[src/rtl/ahb_iopmp_mp_if.sv]
// Bus bundle for the multi-channel AHB I/O PMP: config slave port plus the
// per-channel upstream (s_*) and downstream (m_*) AHB signals.
interface ahb_iopmp_mp_if #(
    parameter int NUM_PORTS  = 2,
    parameter int ADDR_WIDTH = 32,
    parameter int DATA_WIDTH = 32
);
    logic                                  hsel;
    logic [ADDR_WIDTH-1:0]                 haddr;
    logic [3:0]                            hprot;
    logic [2:0]                            hsize;
    logic [1:0]                            htrans;
    logic [2:0]                            hburst;
    logic                                  hwrite;
    logic [DATA_WIDTH-1:0]                 hwdata;
    logic                                  hresp;
    logic                                  hready;
    logic [DATA_WIDTH-1:0]                 hrdata;

    logic [NUM_PORTS-1:0][ADDR_WIDTH-1:0]  s_haddr;
    logic [NUM_PORTS-1:0][3:0]             s_hprot;
    logic [NUM_PORTS-1:0][2:0]             s_hsize;
    logic [NUM_PORTS-1:0][1:0]             s_htrans;
    logic [NUM_PORTS-1:0][2:0]             s_hburst;
    logic [NUM_PORTS-1:0]                  s_hwrite;
    logic [NUM_PORTS-1:0][DATA_WIDTH-1:0]  s_hwdata;
    logic [NUM_PORTS-1:0]                  s_hresp;
    logic [NUM_PORTS-1:0]                  s_hgrant;
    logic [NUM_PORTS-1:0]                  s_hready;
    logic [NUM_PORTS-1:0][DATA_WIDTH-1:0]  s_hrdata;

    logic [NUM_PORTS-1:0]                  m_hsel;
    logic [NUM_PORTS-1:0][ADDR_WIDTH-1:0]  m_haddr;
    logic [NUM_PORTS-1:0][3:0]             m_hprot;
    logic [NUM_PORTS-1:0][2:0]             m_hsize;
    logic [NUM_PORTS-1:0][1:0]             m_htrans;
    logic [NUM_PORTS-1:0][2:0]             m_hburst;
    logic [NUM_PORTS-1:0]                  m_hwrite;
    logic [NUM_PORTS-1:0][DATA_WIDTH-1:0]  m_hwdata;
    logic [NUM_PORTS-1:0]                  m_hresp;
    logic [NUM_PORTS-1:0]                  m_hgrant;
    logic [NUM_PORTS-1:0]                  m_hready;
    logic [NUM_PORTS-1:0][DATA_WIDTH-1:0]  m_hrdata;

    modport slave (
        input  hsel, haddr, hprot, hsize, htrans, hburst, hwrite, hwdata,
        output hresp, hready, hrdata,
        input  s_haddr, s_hprot, s_hsize, s_htrans, s_hburst, s_hwrite, s_hwdata,
        output s_hresp, s_hgrant, s_hready, s_hrdata,
        output m_hsel, m_haddr, m_hprot, m_hsize, m_htrans, m_hburst, m_hwrite, m_hwdata,
        input  m_hresp, m_hgrant, m_hready, m_hrdata
    );

    modport master (
        output hsel, haddr, hprot, hsize, htrans, hburst, hwrite, hwdata,
        input  hresp, hready, hrdata,
        output s_haddr, s_hprot, s_hsize, s_htrans, s_hburst, s_hwrite, s_hwdata,
        input  s_hresp, s_hgrant, s_hready, s_hrdata,
        input  m_hsel, m_haddr, m_hprot, m_hsize, m_htrans, m_hburst, m_hwrite, m_hwdata,
        output m_hresp, m_hgrant, m_hready, m_hrdata
    );
endinterface

[src/rtl/ahb_iopmp_mp.sv]
// Multi-channel AHB I/O PMP: per-channel base/mask region check, 2-cycle ERROR on deny,
// fault logging, and an AHB-lite config slave.
//   state   | meaning
//   PASS    | responses forwarded from downstream
//   ERR1    | first ERROR cycle, hready low, downstream held IDLE
//   ERR2    | second ERROR cycle, hready high, next transfer checked normally
module ahb_iopmp_mp #(
    parameter int NUM_PORTS   = 2,
    parameter int NUM_REGIONS = 8,
    parameter int ADDR_WIDTH  = 32,
    parameter int DATA_WIDTH  = 32
) (
    input logic          hclk,
    input logic          hresetn,
    ahb_iopmp_mp_if.slave bus
);
    localparam int NT = NUM_PORTS * NUM_REGIONS;
    localparam logic [1:0] HTRANS_IDLE = 2'b00;

    typedef enum logic [1:0] {ST_PASS, ST_ERR1, ST_ERR2} state_e;

    logic [NUM_PORTS-1:0][NUM_REGIONS-1:0] en_q;
    logic [NUM_PORTS-1:0]                  lock_q, err_q, err_wr_q;
    logic [NUM_PORTS-1:0][7:0]             cnt_q, hitm_q;
    logic [NUM_PORTS-1:0][ADDR_WIDTH-1:0]  dump_q;
    logic [NT-1:0][ADDR_WIDTH-1:0]         base_q, mask_q;
    logic [NT-1:0][1:0]                    perm_q;
    logic                                  wr_pend_q;
    logic [11:0]                           wr_addr_q;
    logic [DATA_WIDTH-1:0]                 hrdata_q;

    logic [NUM_PORTS-1:0]                  fault_w, pass_w, stat_clr;
    logic [NUM_PORTS-1:0][NUM_REGIONS-1:0] hit_w;
    logic [DATA_WIDTH-1:0]                 rdata;
    logic [11:0]                           ra;
    logic [7:0]                            ridx, widx;
    logic                                  rd_en, wr_en;
    logic                                  unused_cfg;

    assign ra    = bus.haddr[11:0];
    assign ridx  = ra[11:4] - 8'h10;
    assign widx  = wr_addr_q[11:4] - 8'h10;
    assign rd_en = bus.hsel && !bus.hwrite && bus.htrans[1];
    assign wr_en = bus.hsel &&  bus.hwrite && bus.htrans[1];

    assign bus.hready = 1'b1;
    assign bus.hresp  = 1'b0;
    assign bus.hrdata = hrdata_q;
    assign unused_cfg = ^{bus.haddr[ADDR_WIDTH-1:12], bus.hprot, bus.hsize, bus.hburst};

    always_comb begin
        rdata = '0;
        if (ra[11:8] == 4'h0) begin
            for (int c = 0; c < NUM_PORTS; c++) begin
                if (ra[7:4] == 4'(c)) begin
                    case (ra[3:0])
                        4'h0:    rdata = {lock_q[c], 15'b0, 16'(en_q[c])};
                        4'h4:    rdata = {8'b0, hitm_q[c], cnt_q[c], 6'b0, err_wr_q[c], err_q[c]};
                        4'h8:    rdata = DATA_WIDTH'(dump_q[c]);
                        default: rdata = '0;
                    endcase
                end
            end
        end else begin
            for (int i = 0; i < NT; i++) begin
                if (ridx == 8'(i)) begin
                    case (ra[3:0])
                        4'h0:    rdata = DATA_WIDTH'(base_q[i]);
                        4'h4:    rdata = DATA_WIDTH'(mask_q[i]);
                        4'h8:    rdata = {30'b0, perm_q[i]};
                        default: rdata = '0;
                    endcase
                end
            end
        end
    end

    always_comb begin
        stat_clr = '0;
        for (int c = 0; c < NUM_PORTS; c++)
            stat_clr[c] = wr_pend_q && (wr_addr_q == 12'(c * 16 + 4)) && bus.hwdata[0];
    end

    always_ff @(posedge hclk or negedge hresetn) begin
        if (!hresetn) begin
            en_q      <= '0;
            lock_q    <= '0;
            err_q     <= '0;
            err_wr_q  <= '0;
            cnt_q     <= '0;
            hitm_q    <= '0;
            dump_q    <= '0;
            base_q    <= '0;
            mask_q    <= '0;
            perm_q    <= '0;
            wr_pend_q <= 1'b0;
            wr_addr_q <= '0;
            hrdata_q  <= '0;
        end else begin
            if (rd_en)
                hrdata_q <= rdata;
            wr_pend_q <= wr_en;
            if (wr_en)
                wr_addr_q <= ra;
            for (int c = 0; c < NUM_PORTS; c++) begin
                if (wr_pend_q && wr_addr_q == 12'(c * 16) && !lock_q[c]) begin
                    en_q[c]   <= bus.hwdata[NUM_REGIONS-1:0];
                    lock_q[c] <= bus.hwdata[31];
                end
                // A fault coinciding with the W1C counts as the first fault of a fresh log.
                if (fault_w[c]) begin
                    if (cnt_q[c] != 8'hFF)
                        cnt_q[c] <= cnt_q[c] + 8'd1;
                    if (!err_q[c] || stat_clr[c]) begin
                        err_q[c]    <= 1'b1;
                        err_wr_q[c] <= bus.s_hwrite[c];
                        dump_q[c]   <= bus.s_haddr[c];
                    end
                end else if (stat_clr[c]) begin
                    err_q[c] <= 1'b0;
                end
                if (pass_w[c])
                    hitm_q[c] <= 8'(hit_w[c]);
                for (int r = 0; r < NUM_REGIONS; r++) begin
                    if (wr_pend_q && wr_addr_q[11:8] != 4'h0 && widx == 8'(c * NUM_REGIONS + r)
                        && !lock_q[c]) begin
                        case (wr_addr_q[3:0])
                            4'h0:    base_q[c*NUM_REGIONS+r] <= ADDR_WIDTH'(bus.hwdata);
                            4'h4:    mask_q[c*NUM_REGIONS+r] <= ADDR_WIDTH'(bus.hwdata);
                            4'h8:    perm_q[c*NUM_REGIONS+r] <= bus.hwdata[1:0];
                            default: ;
                        endcase
                    end
                end
            end
        end
    end

    assign bus.m_hsel   = '1;
    assign bus.m_haddr  = bus.s_haddr;
    assign bus.m_hprot  = bus.s_hprot;
    assign bus.m_hsize  = bus.s_hsize;
    assign bus.m_hburst = bus.s_hburst;
    assign bus.m_hwrite = bus.s_hwrite;
    assign bus.m_hwdata = bus.s_hwdata;
    assign bus.s_hgrant = bus.m_hgrant;

    for (genvar c = 0; c < NUM_PORTS; c++) begin : g_ch
        state_e                 state_q, state_d;
        logic [NUM_REGIONS-1:0] hit;
        logic                   allowed;
        logic                   s_hresp_c, s_hready_c, fault_c, pass_c;
        logic [DATA_WIDTH-1:0]  s_hrdata_c;
        logic [1:0]             m_htrans_c;

        always_comb begin
            hit = '0;
            for (int r = 0; r < NUM_REGIONS; r++)
                hit[r] = en_q[c][r]
                    && ((bus.s_haddr[c] & mask_q[c*NUM_REGIONS+r]) == base_q[c*NUM_REGIONS+r])
                    && (bus.s_hwrite[c] ? perm_q[c*NUM_REGIONS+r][1] : perm_q[c*NUM_REGIONS+r][0]);
        end
        assign allowed = |hit;

        always_ff @(posedge hclk or negedge hresetn) begin
            if (!hresetn)
                state_q <= ST_PASS;
            else
                state_q <= state_d;
        end

        always_comb begin
            state_d = state_q;
            case (state_q)
                ST_PASS: if (fault_c) state_d = ST_ERR1;
                ST_ERR1: state_d = ST_ERR2;
                ST_ERR2: state_d = fault_c ? ST_ERR1 : ST_PASS;
                default: state_d = ST_PASS;
            endcase
        end

        always_comb begin
            s_hresp_c  = bus.m_hresp[c];
            s_hready_c = bus.m_hready[c];
            s_hrdata_c = bus.m_hrdata[c];
            case (state_q)
                ST_ERR1: begin
                    s_hresp_c  = 1'b1;
                    s_hready_c = 1'b0;
                    s_hrdata_c = '0;
                end
                ST_ERR2: begin
                    s_hresp_c  = 1'b1;
                    s_hready_c = 1'b1;
                    s_hrdata_c = '0;
                end
                default: ;
            endcase
            m_htrans_c = (allowed && state_q != ST_ERR1) ? bus.s_htrans[c] : HTRANS_IDLE;
            fault_c    = bus.s_htrans[c][1] && s_hready_c && !allowed && state_q != ST_ERR1;
            pass_c     = bus.s_htrans[c][1] && s_hready_c &&  allowed && state_q != ST_ERR1;
        end

        assign bus.s_hresp[c]  = s_hresp_c;
        assign bus.s_hready[c] = s_hready_c;
        assign bus.s_hrdata[c] = s_hrdata_c;
        assign bus.m_htrans[c] = m_htrans_c;
        assign fault_w[c]      = fault_c;
        assign pass_w[c]       = pass_c;
        assign hit_w[c]        = hit;
    end
endmodule

[src/flat_wrapper.sv]
// flat-port wrapper written by rule: the top's interface ports become plain ports
module ahb_iopmp_mp_flat 
#(
    parameter int NUM_PORTS   = 2,
    parameter int NUM_REGIONS = 8,
    parameter int ADDR_WIDTH  = 32,
    parameter int DATA_WIDTH  = 32
)
  (hclk, hresetn, bus_hsel, bus_haddr, bus_hprot, bus_hsize, bus_htrans, bus_hburst, bus_hwrite, bus_hwdata, bus_hresp, bus_hready, bus_hrdata, bus_s_haddr, bus_s_hprot, bus_s_hsize, bus_s_htrans, bus_s_hburst, bus_s_hwrite, bus_s_hwdata, bus_s_hresp, bus_s_hgrant, bus_s_hready, bus_s_hrdata, bus_m_hsel, bus_m_haddr, bus_m_hprot, bus_m_hsize, bus_m_htrans, bus_m_hburst, bus_m_hwrite, bus_m_hwdata, bus_m_hresp, bus_m_hgrant, bus_m_hready, bus_m_hrdata);
  ahb_iopmp_mp_if #(.NUM_PORTS(NUM_PORTS), .ADDR_WIDTH(ADDR_WIDTH), .DATA_WIDTH(DATA_WIDTH)) bus_i ();
  input logic hclk;
  input logic hresetn;
  input wire logic [$bits(bus_i.hsel)-1:0] bus_hsel;
  input wire logic [$bits(bus_i.haddr)-1:0] bus_haddr;
  input wire logic [$bits(bus_i.hprot)-1:0] bus_hprot;
  input wire logic [$bits(bus_i.hsize)-1:0] bus_hsize;
  input wire logic [$bits(bus_i.htrans)-1:0] bus_htrans;
  input wire logic [$bits(bus_i.hburst)-1:0] bus_hburst;
  input wire logic [$bits(bus_i.hwrite)-1:0] bus_hwrite;
  input wire logic [$bits(bus_i.hwdata)-1:0] bus_hwdata;
  output wire logic [$bits(bus_i.hresp)-1:0] bus_hresp;
  output wire logic [$bits(bus_i.hready)-1:0] bus_hready;
  output wire logic [$bits(bus_i.hrdata)-1:0] bus_hrdata;
  input wire logic [$bits(bus_i.s_haddr)-1:0] bus_s_haddr;
  input wire logic [$bits(bus_i.s_hprot)-1:0] bus_s_hprot;
  input wire logic [$bits(bus_i.s_hsize)-1:0] bus_s_hsize;
  input wire logic [$bits(bus_i.s_htrans)-1:0] bus_s_htrans;
  input wire logic [$bits(bus_i.s_hburst)-1:0] bus_s_hburst;
  input wire logic [$bits(bus_i.s_hwrite)-1:0] bus_s_hwrite;
  input wire logic [$bits(bus_i.s_hwdata)-1:0] bus_s_hwdata;
  output wire logic [$bits(bus_i.s_hresp)-1:0] bus_s_hresp;
  output wire logic [$bits(bus_i.s_hgrant)-1:0] bus_s_hgrant;
  output wire logic [$bits(bus_i.s_hready)-1:0] bus_s_hready;
  output wire logic [$bits(bus_i.s_hrdata)-1:0] bus_s_hrdata;
  output wire logic [$bits(bus_i.m_hsel)-1:0] bus_m_hsel;
  output wire logic [$bits(bus_i.m_haddr)-1:0] bus_m_haddr;
  output wire logic [$bits(bus_i.m_hprot)-1:0] bus_m_hprot;
  output wire logic [$bits(bus_i.m_hsize)-1:0] bus_m_hsize;
  output wire logic [$bits(bus_i.m_htrans)-1:0] bus_m_htrans;
  output wire logic [$bits(bus_i.m_hburst)-1:0] bus_m_hburst;
  output wire logic [$bits(bus_i.m_hwrite)-1:0] bus_m_hwrite;
  output wire logic [$bits(bus_i.m_hwdata)-1:0] bus_m_hwdata;
  input wire logic [$bits(bus_i.m_hresp)-1:0] bus_m_hresp;
  input wire logic [$bits(bus_i.m_hgrant)-1:0] bus_m_hgrant;
  input wire logic [$bits(bus_i.m_hready)-1:0] bus_m_hready;
  input wire logic [$bits(bus_i.m_hrdata)-1:0] bus_m_hrdata;
  assign bus_i.hsel = bus_hsel;
  assign bus_i.haddr = bus_haddr;
  assign bus_i.hprot = bus_hprot;
  assign bus_i.hsize = bus_hsize;
  assign bus_i.htrans = bus_htrans;
  assign bus_i.hburst = bus_hburst;
  assign bus_i.hwrite = bus_hwrite;
  assign bus_i.hwdata = bus_hwdata;
  assign bus_hresp = bus_i.hresp;
  assign bus_hready = bus_i.hready;
  assign bus_hrdata = bus_i.hrdata;
  assign bus_i.s_haddr = bus_s_haddr;
  assign bus_i.s_hprot = bus_s_hprot;
  assign bus_i.s_hsize = bus_s_hsize;
  assign bus_i.s_htrans = bus_s_htrans;
  assign bus_i.s_hburst = bus_s_hburst;
  assign bus_i.s_hwrite = bus_s_hwrite;
  assign bus_i.s_hwdata = bus_s_hwdata;
  assign bus_s_hresp = bus_i.s_hresp;
  assign bus_s_hgrant = bus_i.s_hgrant;
  assign bus_s_hready = bus_i.s_hready;
  assign bus_s_hrdata = bus_i.s_hrdata;
  assign bus_m_hsel = bus_i.m_hsel;
  assign bus_m_haddr = bus_i.m_haddr;
  assign bus_m_hprot = bus_i.m_hprot;
  assign bus_m_hsize = bus_i.m_hsize;
  assign bus_m_htrans = bus_i.m_htrans;
  assign bus_m_hburst = bus_i.m_hburst;
  assign bus_m_hwrite = bus_i.m_hwrite;
  assign bus_m_hwdata = bus_i.m_hwdata;
  assign bus_i.m_hresp = bus_m_hresp;
  assign bus_i.m_hgrant = bus_m_hgrant;
  assign bus_i.m_hready = bus_m_hready;
  assign bus_i.m_hrdata = bus_m_hrdata;
  ahb_iopmp_mp #(.NUM_PORTS(NUM_PORTS), .NUM_REGIONS(NUM_REGIONS), .ADDR_WIDTH(ADDR_WIDTH), .DATA_WIDTH(DATA_WIDTH)) u_core (.hclk(hclk), .hresetn(hresetn), .bus(bus_i));
endmodule
[config.mk]
export PLATFORM = sky130hd
export DESIGN_NAME = ahb_iopmp_mp_flat
export DESIGN_NICKNAME = d
export VERILOG_FILES = /design/src/rtl/ahb_iopmp_mp_if.sv /design/src/rtl/ahb_iopmp_mp.sv /design/src/flat_wrapper.sv
export SDC_FILE = /design/constraint.sdc
export NUM_CORES = 2
export LEC_CHECK = 0
export ABC_AREA = 0
export CAP_MARGIN = 10
export CORE_ASPECT_RATIO = 0.75
export CORE_MARGIN = 4
export CORE_UTILIZATION = 35
export CTS_CLUSTER_SIZE = 10
export DETAILED_ROUTE_END_ITERATION = 6
export SLEW_MARGIN = 25
export SYNTH_ARGS = -nofsm -noshare
export SYNTH_HDL_FRONTEND = slang
export SYNTH_SLANG_ARGS = --single-unit
[constraint.sdc]
create_clock -name hclk -period 3.2 [get_ports hclk]
set_clock_uncertainty 0.2 [all_clocks]
set_input_delay 0.64 -clock hclk [delete_from_list [all_inputs] [get_ports hclk]]
set_output_delay 0.64 -clock hclk [all_outputs]
set_load 0.01 [all_outputs]
Word level (Yosys, flattened, before mapping)

Cells that the tools add are included.

Input bits: 304
Memories: 0
Flip-flop bits (word level): 1223
Word-level logic and storage cells: 394
RAM bits: 0
Output and inout port bits: 260
ROM bits: 0
Latch bits: 0

Bitwise operators: 16
Reductions and logical operators: 168
Divide/modulo/power cells: 0
Add/sub/neg operators: 4
Eq/ne operators: 66
Multipliers: 0
Shift-type cells: 0
$lt $le $gt $ge: 0
Multiplexer cells: 73

Operators with widths:

| operator                                         | number |
|---|---|
| case mux 32 bit (3 select lines)                 | 18 |
| 2-to-1 mux 32 bit                                | 21 |
| bitwise AND 32 bit                               | 16 |
| == test 32 bit                                   | 16 |
| == test 8 x 4 -> 1 bit, second input constant    | 16 |
| AND reduction 2 bit                              | 54 |
| logical AND 1 bit                                | 89 |
| == test 8 x 3 -> 1 bit, second input constant    | 8 |
| == test 8 x 2 -> 1 bit, second input constant    | 4 |
| 2-to-1 mux 1 bit                                 | 26 |
| == test 12 x 5 -> 1 bit, second input constant   | 2 |
| adder 8 x 1 -> 8 bit, second input constant      | 2 |
| == test 8 x 1 -> 1 bit, second input constant    | 2 |
| zero test 4 bit                                  | 4 |
| zero test 8 bit                                  | 2 |
| inequality test 8 bit, second input constant     | 2 |
| OR reduction 8 bit                               | 2 |
| subtractor 8 x 5 -> 8 bit, second input constant | 2 |
| == test 12 x 3 -> 1 bit, second input constant   | 1 |
| zero test 12 bit                                 | 1 |
| case mux 2 bit (3 select lines)                  | 2 |
| == test 4 x 3 -> 1 bit, second input constant    | 2 |
| == test 4 bit, second input constant             | 2 |
| 2-to-1 mux 2 bit                                 | 4 |
| other kinds (12)                                 | 29 |

Depth between registers and ports, before layout

Depth in word-level cells: 19
Depth in mapped cells: 11
Depth with buffers taken out: 8

Worst setup path after synthesis

No wires, ideal clock.

Path type: input port to output port
Start point: input bus_s_haddr[39]
End point: output bus_m_htrans[2]
Stages on the path: 9
Data required time: 2360 ps
Arrival time: 2456 ps
Setup slack: -96 ps
Buffers on the path: 1
Path through: clkbuf_1 > nand3_1 > a211oi_1 > nand2_1 > nor3_1 > or4b_2 > nand4_1 > or2_2 > and3b_1

Longest elaborated chain between the ends: 7
Elaborated cells between the ends (all ways): 35
Those cells by class: 8 x eq/ne; 1 x mux; 8 x bitwise; 18 x reduce/logical

Ends and longest elaborated chain:

| element                | RTL line            | text |
|---|---|---|
| start, declared        | flat_wrapper.sv:24  | `input wire logic [$bits(bus_i.s_haddr)-1:0] bus_s_haddr;` |
| bitwise AND 32 bit     | ahb_iopmp_mp.sv:160 | `&& ((bus.s_haddr[c] & mask_q[c*NUM_REGIONS+r]) == base_q[c*NUM_REGIONS+r])` |
| == test 32 bit         | ahb_iopmp_mp.sv:160 |  |
| logical AND 1 bit      | ahb_iopmp_mp.sv:160 |  |
| logical AND 1 bit      | ahb_iopmp_mp.sv:161 | `&& (bus.s_hwrite[c] ? perm_q[c*NUM_REGIONS+r][1] : perm_q[c*NUM_REGIONS+r][0]);` |
| OR reduction 8 bit (*) | ahb_iopmp_mp.sv:163 | `assign allowed = \|hit;` |
| logical AND 1 bit (*)  | ahb_iopmp_mp.sv:199 | `m_htrans_c = (allowed && state_q != ST_ERR1) ? bus.s_htrans[c] : HTRANS_IDLE;` |
| 2-to-1 mux 2 bit (*)   | ahb_iopmp_mp.sv:199 |  |
| end, declared          | flat_wrapper.sv:39  | `output wire logic [$bits(bus_i.m_htrans)-1:0] bus_m_htrans;` |

Every way passes the cells marked *; elsewhere a longest branch is shown, timed or not.

Worst setup path in the final report

Start point: input bus_s_haddr[33]
End point: output bus_m_htrans[2]

The elaborated chain is that of the path after synthesis.

==> summary.txt <==
========================================================================================================
Final Slew Violations                                                                                  0
Synth unique cells                                                                                    75
DRC violations left                                                                                    0
Count of pins on the block boundary                                                                  564
Portion of the clock cycle consumed by the worst path in the final layout                           129%
Post-detailed-placement half-perimeter wirelength                                              248000 um
Routability congestion estimate from global placement                                               1.02
TritonCTS clock tree                                                                                done
Arrival @ worst endpoint                                                                         3.30 ns
Global-route wire length before repair                                                         454000 um
Worst min-delay path endpoint                                                               u_core.en_q[8]$_DFFE_PN0P_
Maximum VDD drop                                                                                0.554 mV
Area Growth Syn to Fin                                                                             37.5%
Max-cap violations                                                                                     0
Buffer type at the clock tree root                                                             clkbuf_16
Number of buffers created by CTS                                                                     144
Cells along the critical path                                                               clkdlybuf4s50_1 > buf_6 > buf_4 > nand2_1 > xor2_1 > nand4b_1 > nor2_1 > nand3_1 > nand4_1 > or2_4 > and3b_1 > buf_2
Filler cell count in the final layout                                                              16972
Endpoint type of the worst setup path                                                         output pin
Antenna violation net count after detailed routing                                                     0
Area contributors post-synth                                                                dfrtp_1 46%, mux2_2 20%, a22oi_1 5.9%
Overall die width                                                                                 509 um
Post-CTS clock slew at the launch and capture registers of the worst setup and hold paths        0.06 ns
Cell depth of the worst min-delay path                                                                 3
Core Region                                                                                    0.186 mm2
Post-synth EDFFs                                                                                       0
Number of synthesized register bits                                                                 1223
Congestion Overflow GR                                                                                 0
Primary FF master, synth                                                                         dfrtp_1
Pin count of the biggest net entering global routing                                                 136
Most used standard cells in the synthesized netlist                                         1223 x dfrtp_1, 1166 x mux2_2, 514 x a22oi_1
Post-synthesis cell type with the largest combined area                                          dfrtp_1
Outcome                                                                                     complete, but fails checks
Number of cell rows                                                                                  137
Number of optimization iterations in the first detailed-route pass                                     6
Routed wire length per instance                                                                  32.3 um
H-tree Lvls                                                                                            4
Via count of the routed design                                                                     61524
YS warnings                                                                                            0
Slack of the worst reg-to-reg path                                                              -0.83 ns
CP startpoint kind                                                                            input port
Library cell contributing the largest single delay on the critical path                           xor2_1
Slew at the pin closest to its max-slew limit                                                    1.05 ns
Starting density of the core                                                                       35.3%
Failing checks                                                                              negative setup slack
Cell type group with the largest total delay on the critical path                           simple AND/OR/NAND/NOR gates
Max transition margin                                                                              30.0%
Most frequent cell after synthesis                                                               dfrtp_1
Vias per inst                                                                                       6.05
Post-Synthesis Mean Instance Area                                                               11.1 um2
Setup-failing EPs final                                                                               88
Share of Yosys cell area claimed by the top area cell type                                         46.4%
Fraction of final layout cells sized beyond drive strength 1                                       44.3%
Origin of the worst min-delay path                                                          bus_hwdata[0]
Overall die area                                                                               0.195 mm2
Peak clock frequency supported by timing                                                         242 MHz
Path depth of the worst reg2reg path                                                                  23
Worst min path class                                                                        input port to flip-flop
Post-layout worst setup margin                                                                 -0.940 ns
Via count of the first global-routing pass                                                         58789
Die Y-Extent                                                                                      384 um
Count of input and output buffers                                                                    356
Overall global routing resource usage                                                              32.6%
Iteration-0 DRC count of the detailed router                                                        9124
Placed instance area                                                                          0.0851 mm2
Largest fanout of any net on the critical path                                                         9
Minimum period implied by the final worst setup slack                                            4.14 ns
Final Hold Fails                                                                                       0
Mapped Cells                                                                                        5917
Clock insertion delay at the later pin of the skew report                                        0.81 ns
Worst reg2reg endpoint                                                                      u_core.hitm_q[14]$_DFFE_PN0P_
Leakage dissipation                                                                            0.0431 uW
Number of antenna violations at the first check in global routing                                     16
Clock tree sinks                                                                                    1223
Synth async-reset ratio                                                                             100%
Sequential cell area fraction in the yosys report                                                  46.4%
Setup TNS after final layout                                                                   -31.47 ns
FF-to-FF Start                                                                              u_core.base_q[448]$_DFFE_PN0P_
Aggregate routed wire length                                                                   328000 um
Power Dens Cells                                                                              416 mW/mm2
Non-Filler Cell Area, Final                                                                   0.0906 mm2
Required @ worst endpoint                                                                        2.36 ns
Worst path buffer plus inverter count                                                                  4
Worst setup path class                                                                      input port to output pin
Unrepaired setup endpoints after global routing                                                      yes
CP peak stage delay                                                                              0.60 ns
Cell area after technology mapping                                                            0.0659 mm2
Net count, final                                                                                    7928
Clock buffer depth                                                                                     3
========================================================================================================
tightest hold or removal path, delay by kind of cell:
kind / cells / cell delay, ns
AOI/OAI and AO/OA: 1 / 0.17
buffers and inverters: 2 / 0.20
area by class of cell:
class                      instances  area (um2)  share of cell area [%]
tap                             2502        3130                    3.46
multi-input combinational       4048       33300                    36.7
clock buffer                     173        3860                    4.26
sequential                      1223       30600                    33.8
antenna                            5        12.5                  0.0138
timing repair buffer            2183       19500                    21.5
clock inverter                    14         203                   0.224
inverter                          14        52.6                  0.0580
report_power, final:
part / switching [uW] / leakage (uW) / internal [uW]
clock: 6890 / 0.00199 / 8500
sequential: 694 / 0.0168 / 16200
combinational: 3000 / 0.0243 / 2480
total: 10600 / 0.0431 / 27100
metrics by stage:
stage	total power (uW)	utilization [%]	setup WS, ns	hold WS (ns)	instances
after floorplan	19100	-	0.00229	0.144	5919
after global placement	22400	45.6	-1.94	0.260	9911
after detailed placement	22500	45.6	-1.89	0.270	9911
after CTS	37700	48.3	-0.935	0.0288	10144
after global routing	38700	48.6	-0.993	0.0644	10158
final	37700	48.6	-0.940	0.0588	10162
kinds of logic (layout without fill, tap and decap cells):
| family | Yosys count | count (layout) | share of synthesized area (%) |
|---|---|---|---|
| AOI/OAI and AO/OA | 1427 | 1427 | 15.4 |
| xor gates and xnor gates | 237 | 237 | 3.15 |
| adders and majority gates | 10 | 10 | 0.190 |
| buffers and inverters | 648 | 2384 | 4.70 |
| DFF | 1223 | 1223 | 46.4 |
| muxes | 1213 | 1213 | 20.9 |
| other | 2 | 9 | 0.0114 |
| and+or+nand+nor | 1157 | 1157 | 9.28 |
worst max-delay path by stage:
stage	end	from	slack [ns]	cells past startpoint
floorplan	bus_m_htrans[2]	bus_s_hwrite[1]	0.002	8
global placement	bus_m_htrans[3]	bus_s_haddr[61]	-1.94	11
detailed placement	bus_m_htrans[2]	bus_s_haddr[61]	-1.89	11
CTS	bus_m_htrans[2]	u_core.mask_q[266]$_DFFE_PN0P_	-0.94	10
global route	bus_m_htrans[2]	u_core.mask_q[344]$_DFFE_PN0P_	-0.99	10
finish	bus_m_htrans[2]	bus_s_haddr[33]	-0.94	12
metal layers:
layer	track usage [%]	up-vias	share of wire, %
met5	0	-	0.0082
met4	9.51	4	3.2
met3	13.8	465	15
met2	43.4	3914	39
met1	47.3	31736	43
li1	-	25405	-
cells in the final DEF, fill, tap and decap left out, types with 145 or more instances in the layout:
master / Yosys / final
buf_4: 160 / 1613
dfrtp_1: 1223 / 1218
mux2_2: 1166 / 1166
a22oi_1: 514 / 514
nand2_1: 326 / 325
clkdlybuf4s50_1: 0 / 249
o22ai_1: 227 / 225
xor2_1: 209 / 200
a21oi_1: 194 / 187
buf_12: 0 / 163
clkbuf_16: 0 / 149
and3_1: 148 / 145
registers in the layout, indices dropped and copies added (netlist names):
signal,count
u_core.base_q,512
u_core.mask_q,512
u_core.dump_q,64
u_core.bus.hrdata,32
u_core.perm_q,32
u_core.cnt_q,16
u_core.en_q,16
u_core.hitm_q,16
u_core.wr_addr_q,12
u_core.g_ch.state_q,4
u_core.err_q,2
u_core.err_wr_q,2
u_core.lock_q,2
u_core.wr_pend_q,1
what timing repair did:
item                                   CTS  global route
hold buffers                             1             0
gates cloned                             0             2
pin swaps                               63            45
setup endpoints to repair              180           113
buffers inserted                        53            11
resized for setup                      240           100
endpoints found under the hold margin  377             0
(Power assumes the default switching activity.)
